### config.mk
export PLATFORM = sky130hd
export DESIGN_NAME = uart_tx_serializer
export DESIGN_NICKNAME = d
export VERILOG_FILES = /design/src/rtl/uart_tx_serializer.sv
export SDC_FILE = /design/constraint.sdc
export NUM_CORES = 1
export LEC_CHECK = 0
export BUFFER_PORTS_ARGS = -buffer_cell sky130_fd_sc_hd__clkbuf_2
export CAP_MARGIN = 10
export CORE_MARGIN = 10
export CORE_UTILIZATION = 52
export DETAILED_ROUTE_END_ITERATION = 7
export PLACE_DENSITY_LB_ADDON = 0.1
export SYNTH_ARGS = -nofsm -noshare
export SYNTH_HDL_FRONTEND = slang
export SYNTH_SLANG_ARGS = --single-unit
export TNS_END_PERCENT = 5
### constraint.sdc
create_clock -name clk -period 2 [get_ports clk]
set_input_delay 0.6 -clock clk [delete_from_list [all_inputs] [get_ports clk]]
set_output_delay 0.6 -clock clk [all_outputs]
set_load 0.05 [all_outputs]
### src/rtl/uart_tx_serializer.sv
// uart_tx_serializer: byte-wide UART transmitter paced by an external baud strobe.
// Takes a byte on a valid/ready handshake and sends start, data bits LSB first,
// optional parity and stop bits on the tx line.
// Ports:
//   clk       - system clock, rising edge
//   reset     - synchronous active-high reset
//   baud_tick - one-cycle strobe per bit period
//   data      - byte to send, latched on handshake
//   valid     - upstream presents a byte
//   ready     - block can accept a byte (IDLE)
//   tx        - serial output, idles high
//   busy      - frame in progress
module uart_tx_serializer #(
    parameter int unsigned DATA_BITS = 8,
    parameter int unsigned PARITY    = 0,
    parameter int unsigned STOP_BITS = 1
) (
    input  logic                 clk,
    input  logic                 reset,
    input  logic                 baud_tick,
    input  logic [DATA_BITS-1:0] data,
    input  logic                 valid,
    output logic                 ready,
    output logic                 tx,
    output logic                 busy
);

    localparam int unsigned IDX_W  = $clog2(DATA_BITS);
    localparam int unsigned STOP_W = $clog2(STOP_BITS + 1);

    // Reject unsupported parameter combinations at elaboration.
    if (DATA_BITS < 5 || DATA_BITS > 8 || PARITY > 2 ||
        (STOP_BITS != 1 && STOP_BITS != 2)) begin : g_bad_params
        $error("uart_tx_serializer: illegal DATA_BITS/PARITY/STOP_BITS");
    end

    typedef enum logic [2:0] {
        IDLE  = 3'd0,
        SYNC  = 3'd1,
        START = 3'd2,
        DATA  = 3'd3,
        PAR   = 3'd4,
        STOP  = 3'd5
    } state_t;

    state_t                 state_q, state_d;
    logic                   tx_q, tx_d;
    logic                   ready_q, ready_d;
    logic                   busy_q, busy_d;
    logic                   par_q, par_d;
    logic [DATA_BITS-1:0]   shift_q, shift_d;
    logic [IDX_W-1:0]       idx_q, idx_d;
    logic [STOP_W-1:0]      stop_q, stop_d;

    // State and datapath registers.
    always_ff @(posedge clk) begin
        if (reset) begin
            state_q <= IDLE;
            tx_q    <= 1'b1;
            ready_q <= 1'b1;
            busy_q  <= 1'b0;
            par_q   <= 1'b0;
            shift_q <= '0;
            idx_q   <= '0;
            stop_q  <= '0;
        end else begin
            state_q <= state_d;
            tx_q    <= tx_d;
            ready_q <= ready_d;
            busy_q  <= busy_d;
            par_q   <= par_d;
            shift_q <= shift_d;
            idx_q   <= idx_d;
            stop_q  <= stop_d;
        end
    end

    // Next-state and framing logic; tx only moves on a sampled baud_tick.
    always_comb begin
        state_d = state_q;
        tx_d    = tx_q;
        par_d   = par_q;
        shift_d = shift_q;
        idx_d   = idx_q;
        stop_d  = stop_q;

        case (state_q)
            IDLE: begin
                tx_d = 1'b1;
                if (valid) begin
                    shift_d = data;
                    // Parity comes from the latched byte, so later data changes are harmless.
                    par_d   = (PARITY == 2) ? ~(^data) : (^data);
                    idx_d   = '0;
                    stop_d  = '0;
                    state_d = SYNC;
                end
            end
            SYNC: begin
                // IDLE consumed the transfer cycle, so any tick there is ignored.
                if (baud_tick) begin
                    tx_d    = 1'b0;
                    state_d = START;
                end
            end
            START: begin
                if (baud_tick) begin
                    tx_d    = shift_q[0];
                    shift_d = shift_q >> 1;
                    idx_d   = '0;
                    state_d = DATA;
                end
            end
            DATA: begin
                if (baud_tick) begin
                    if (idx_q == IDX_W'(DATA_BITS - 1)) begin
                        if (PARITY != 0) begin
                            tx_d    = par_q;
                            state_d = PAR;
                        end else begin
                            tx_d    = 1'b1;
                            stop_d  = '0;
                            state_d = STOP;
                        end
                    end else begin
                        idx_d   = idx_q + IDX_W'(1);
                        tx_d    = shift_q[0];
                        shift_d = shift_q >> 1;
                    end
                end
            end
            PAR: begin
                if (baud_tick) begin
                    tx_d    = 1'b1;
                    stop_d  = '0;
                    state_d = STOP;
                end
            end
            STOP: begin
                if (baud_tick) begin
                    if (stop_q == STOP_W'(STOP_BITS - 1)) begin
                        stop_d  = '0;
                        state_d = IDLE;
                    end else begin
                        stop_d = stop_q + STOP_W'(1);
                    end
                end
            end
            default: begin
                tx_d    = 1'b1;
                state_d = IDLE;
            end
        endcase

        ready_d = (state_d == IDLE);
        busy_d  = (state_d != IDLE);
    end

    assign ready = ready_q;
    assign busy  = busy_q;
    assign tx    = tx_q;

endmodule

After elaboration in Yosys (flattened, before gate mapping)
Index checks and enable logic that the tools add are counted.

word-level totals
  register bits after elaboration = 18
  input port bits = 12
  word-level logic and storage cells = 63

operators by class
  add/sub/neg operators = 2
  eq/ne operators = 14
  mux-type cells = 31
  bitwise gates (word level) = 1
  reductions and logical operators = 8

operators by type and width
  kind                                                 number
  2-to-1 mux 3 bit                                     12
  2-to-1 mux 8 bit                                     4
  case mux 8 bit (3 select lines)                      1
  case mux 3 bit (6 select lines)                      1
  inequality test 2 bit, second input constant         8
  2-to-1 mux 1 bit                                     10
  AND reduction 5 bit                                  2
  equality test 3 bit, second input constant           3
  case mux 3 bit (3 select lines)                      1
  equality test 3 x 2 -> 1 bit, second input constant  2
  logical NOT 3 bit                                    2
  AND reduction 6 bit                                  1
  nonzero test 3 bit                                   2
  case mux 1 bit (5 select lines)                      1
  case mux 1 bit (4 select lines)                      1
  nonzero test 4 bit                                   1
  adder 3 x 1 -> 3 bit, second input constant          1
  equality test 3 x 1 -> 1 bit, second input constant  1
  adder 1 bit, second input constant                   1
  inverter 1 bit                                       1

Depth between registers and ports, before layout
  word-level depth = 5
  mapped depth = 8
  depth with buffers taken out = 6

Worst setup path before layout
No wires, ideal clock.

  path kind = register -> register
  from = register idx_q[0]
  to = register shift_q[7]
  arrival = 1602 ps
  data required time = 1930 ps
  slack = 328 ps
  stages on the path, launching flop included = 7
  buffers on the path = 0
  path through = dfxtp_1 > ha_1 > ha_1 > nand2_1 > a32oi_1 > or4b_2 > a21oi_1

on the way
  longest elaborated chain between the ends = 3

RTL lines
  element                                 RTL line  source
  start, declared                         52        logic [IDX_W-1:0] idx_q, idx_d;
  start signal, assigned                  73        idx_q <= idx_d;
  equality test 3 bit                     116       if (idx_q == IDX_W'(DATA_BITS - 1)) begin
  inequality test 2 bit (no source line)  n/a
  AND reduction 5 bit (no source line)    n/a
  end signal, assigned                    72        shift_q <= shift_d;
  end, declared                           51        logic [DATA_BITS-1:0] shift_q, shift_d;

No other way between the ends.
A chain may end at the register's enable or synchronous reset.

Final worst setup path
  from = register idx_q[0]
  to = register idx_q[1]

on the way
  longest elaborated chain between the ends = 4

RTL lines
  element                          RTL line  source
  adder 3 x 1 -> 3 bit             126       idx_d = idx_q + IDX_W'(1);
  2-to-1 mux 3 bit                 116
  2-to-1 mux 3 bit                 115       if (baud_tick) begin
  case mux 3 bit (3 select lines)  87        case (state_q)

Several ways; a longest one is shown, not always the timed one. The select of a mux whose other input is x is not followed.

==> qor.csv <==
metric,value,unit
status,completed,
max_slew_margin,0.704,
postCtsSetupBuffers,0,
wire_per_inst,13.2,um
hold_viol_final,0,
htreeDepth,1,
yosys.area.top_type,dfxtp_1,
p_leak,0.407,nW
finalClockSkew,0.00117,ns
drc_errors,0,
fin_setup_tns,0,ns
syn_inst,97,
yosysSeqAreaShare,0.405,
fp.dieH,60.2,um
synth-xor-area-share,0,
portBuffers,14,
fin_ws,0.122,ns
grt_max_degree,22,
die_w,60.2,um
yosysTopAreaCellShare,0.405,
cts_tree,done,
yosysUniqueCellTypes,28,
grt_pass1_wl,2.91,mm
fin_crit,1.88,ns
rows,14,
synthMuxAreaShare,0.0835,
ioPinCount,15,
crit_type,reg2reg,
worstSetupEndpointType,register,
cts_buffers,3,
detail-route-antenna-nets,0,
worstMarginPinSlew,0.444,ns
synth_top_family_by_area,compound AO/OA/AOI/OAI gates,
detail_route.first_pass.iterations,4,
grt_setup_unrepaired,no,
grt_pass1_vias,670,
antenna_found_initial,0,
place.gp.congestion,0.800,
peakVddDrop,0.433,mV
synth_edf_count,0,
hold_ws,0.476,ns
arrival,2.10,ns
cp_max_fo,21,
hold_path.class,reg2reg,
gr-total-overflow,0,
synth-compound-area-share,0.221,
core_area,1520,um^2
vias,729,
cts-resized-gates,0,
hpwl,1.21,mm
drv_cap,0,
grt_util_all_layers,0.102,
synthAdderAreaFrac,0.0298,
synth_flop_cell,dfxtp_1,
start_util,0.551,
avgSynthCellArea,8.66,um^2
viasPerCell,5.79,
dieArea,3620,um^2
postCtsHoldBufs,0,
place_worst_setup_slack,0.143,ns
drt_iter0_markers,9,
synth_area,840,um^2
synth_area_leaders,"dfxtp_1, a21oi_1, mux2i_1",
routed_wirelength,1.67,mm
power.total,0.675,mW
ys_seq_elements,17,
worstSetupStartpointType,register,
synth_fp_nets,111,
finalMaxSlewViolations,0,
drive_above_1_share,0.264,
nNetsFinal,125,
synth_most_common_cell,dfxtp_1,
synth_commonest_cells,"dfxtp_1, a21oi_1, o21ai_0",
cts_max_path_buffers,2,
fmax,0.533,GHz
antenna_cells,0,
clockRootBuffer,clkbuf_4,
min_period_over_period,0.939,
cts_sinks,17,
required,2.22,ns
async_flop_share,0,
clkTransAtPathRegs,0.09,ns
clk_latency,0.29,ns
setup_violations,0,
synth_simple_gate_area_frac,0.189,
pwr_density_cell,723,nW/um^2
ys.warnings.count,0,
syn_to_final_growth,11.2,%
cells by family (layout without fill, tap and decap cells):
logic type | count (synthesis) | after routing
multiplexers | 7 | 7
adder cells (fa/ha/maj) | 2 | 2
flip-flops | 17 | 17
AND/OR/NAND/NOR | 25 | 25
buffers and inverters | 12 | 25
AO/OA/AOI/OAI | 34 | 34
final cells by class:
class,count,area [um^2]
Clock buffer,4,26.3
Fill cell,154,591
Inverter,4,15.0
Multi-Input combinational cell,68,439
Sequential cell,17,340
Tap cell,16,20.0
Timing Repair Buffer,17,92.6
metal layers:
metal | global-route usage | part of all wire | routed length, um
met5 | 0 | 0 | 0
met1 | 0.119 | 0.48 | 792
met3 | 0.0254 | 0.053 | 88
met2 | 0.159 | 0.45 | 742
met4 | 0.0737 | 0.026 | 44
sequential cells by signal (all words and copies together), names as in the netlist:
name	count
state_q	3
shift_q	8
busy	1
idx_q	3
tx	1
ready	1
metrics by stage:
stage | cell area (um^2) | utilization | cells
6_report | 933 | 0.612 | 126
5_1_grt | 933 | 0.612 | 126
4_1_cts | 933 | 0.612 | 126
3_5_place_dp | 907 | 0.595 | 122
3_3_place_gp | 907 | 0.595 | 122
2_1_floorplan | 840 | - | 97
worst paths after layout:
path / start / end / slack (ns) / cells past startpoint
worst min-delay path: shift_q[7] / shift_q[7] / 0.48 / 2
worst max register to register: idx_q[0] / idx_q[1] / 0.12 / 7
worst max-delay path: idx_q[0] / idx_q[1] / 0.12 / 7
worst min register to register: shift_q[7] / shift_q[7] / 0.48 / 2
critical path, stage by stage (launching register included):
cell and delay [ns]:
dfxtp_1 0.34, ha_1 0.20, ha_1 0.21, nand2_1 0.07, a32oi_1 0.12, buf_4 0.21, or4b_1 0.51, a21oi_1 0.15
cells in the final DEF, fill, tap and decap left out, drive strengths merged:
cell type	Yosys	layout
nor2	4	4
mux2i	7	7
nand3	2	2
nand2	4	4
clkbuf	5	18
a32oi	1	1
or2b	1	1
nor3	1	1
inv	4	4
buf	3	3
or4	1	1
a221oi	1	1
o22a	1	1
or4b	3	3
and3	1	1
o22ai	1	1
o211ai	1	1
o21ai	14	14
dfxtp	17	17
or3	7	7
nand3b	1	1
a21oi	15	15
ha	2	2
report_power, final:
part / switching (mW) / internal [mW] / total, mW
Combinational: 0.0677 / 0.0491 / 0.117
Sequential: 0.0142 / 0.359 / 0.373
Clock: 0.107 / 0.0776 / 0.184
Power figures use the tool's default switching activity.
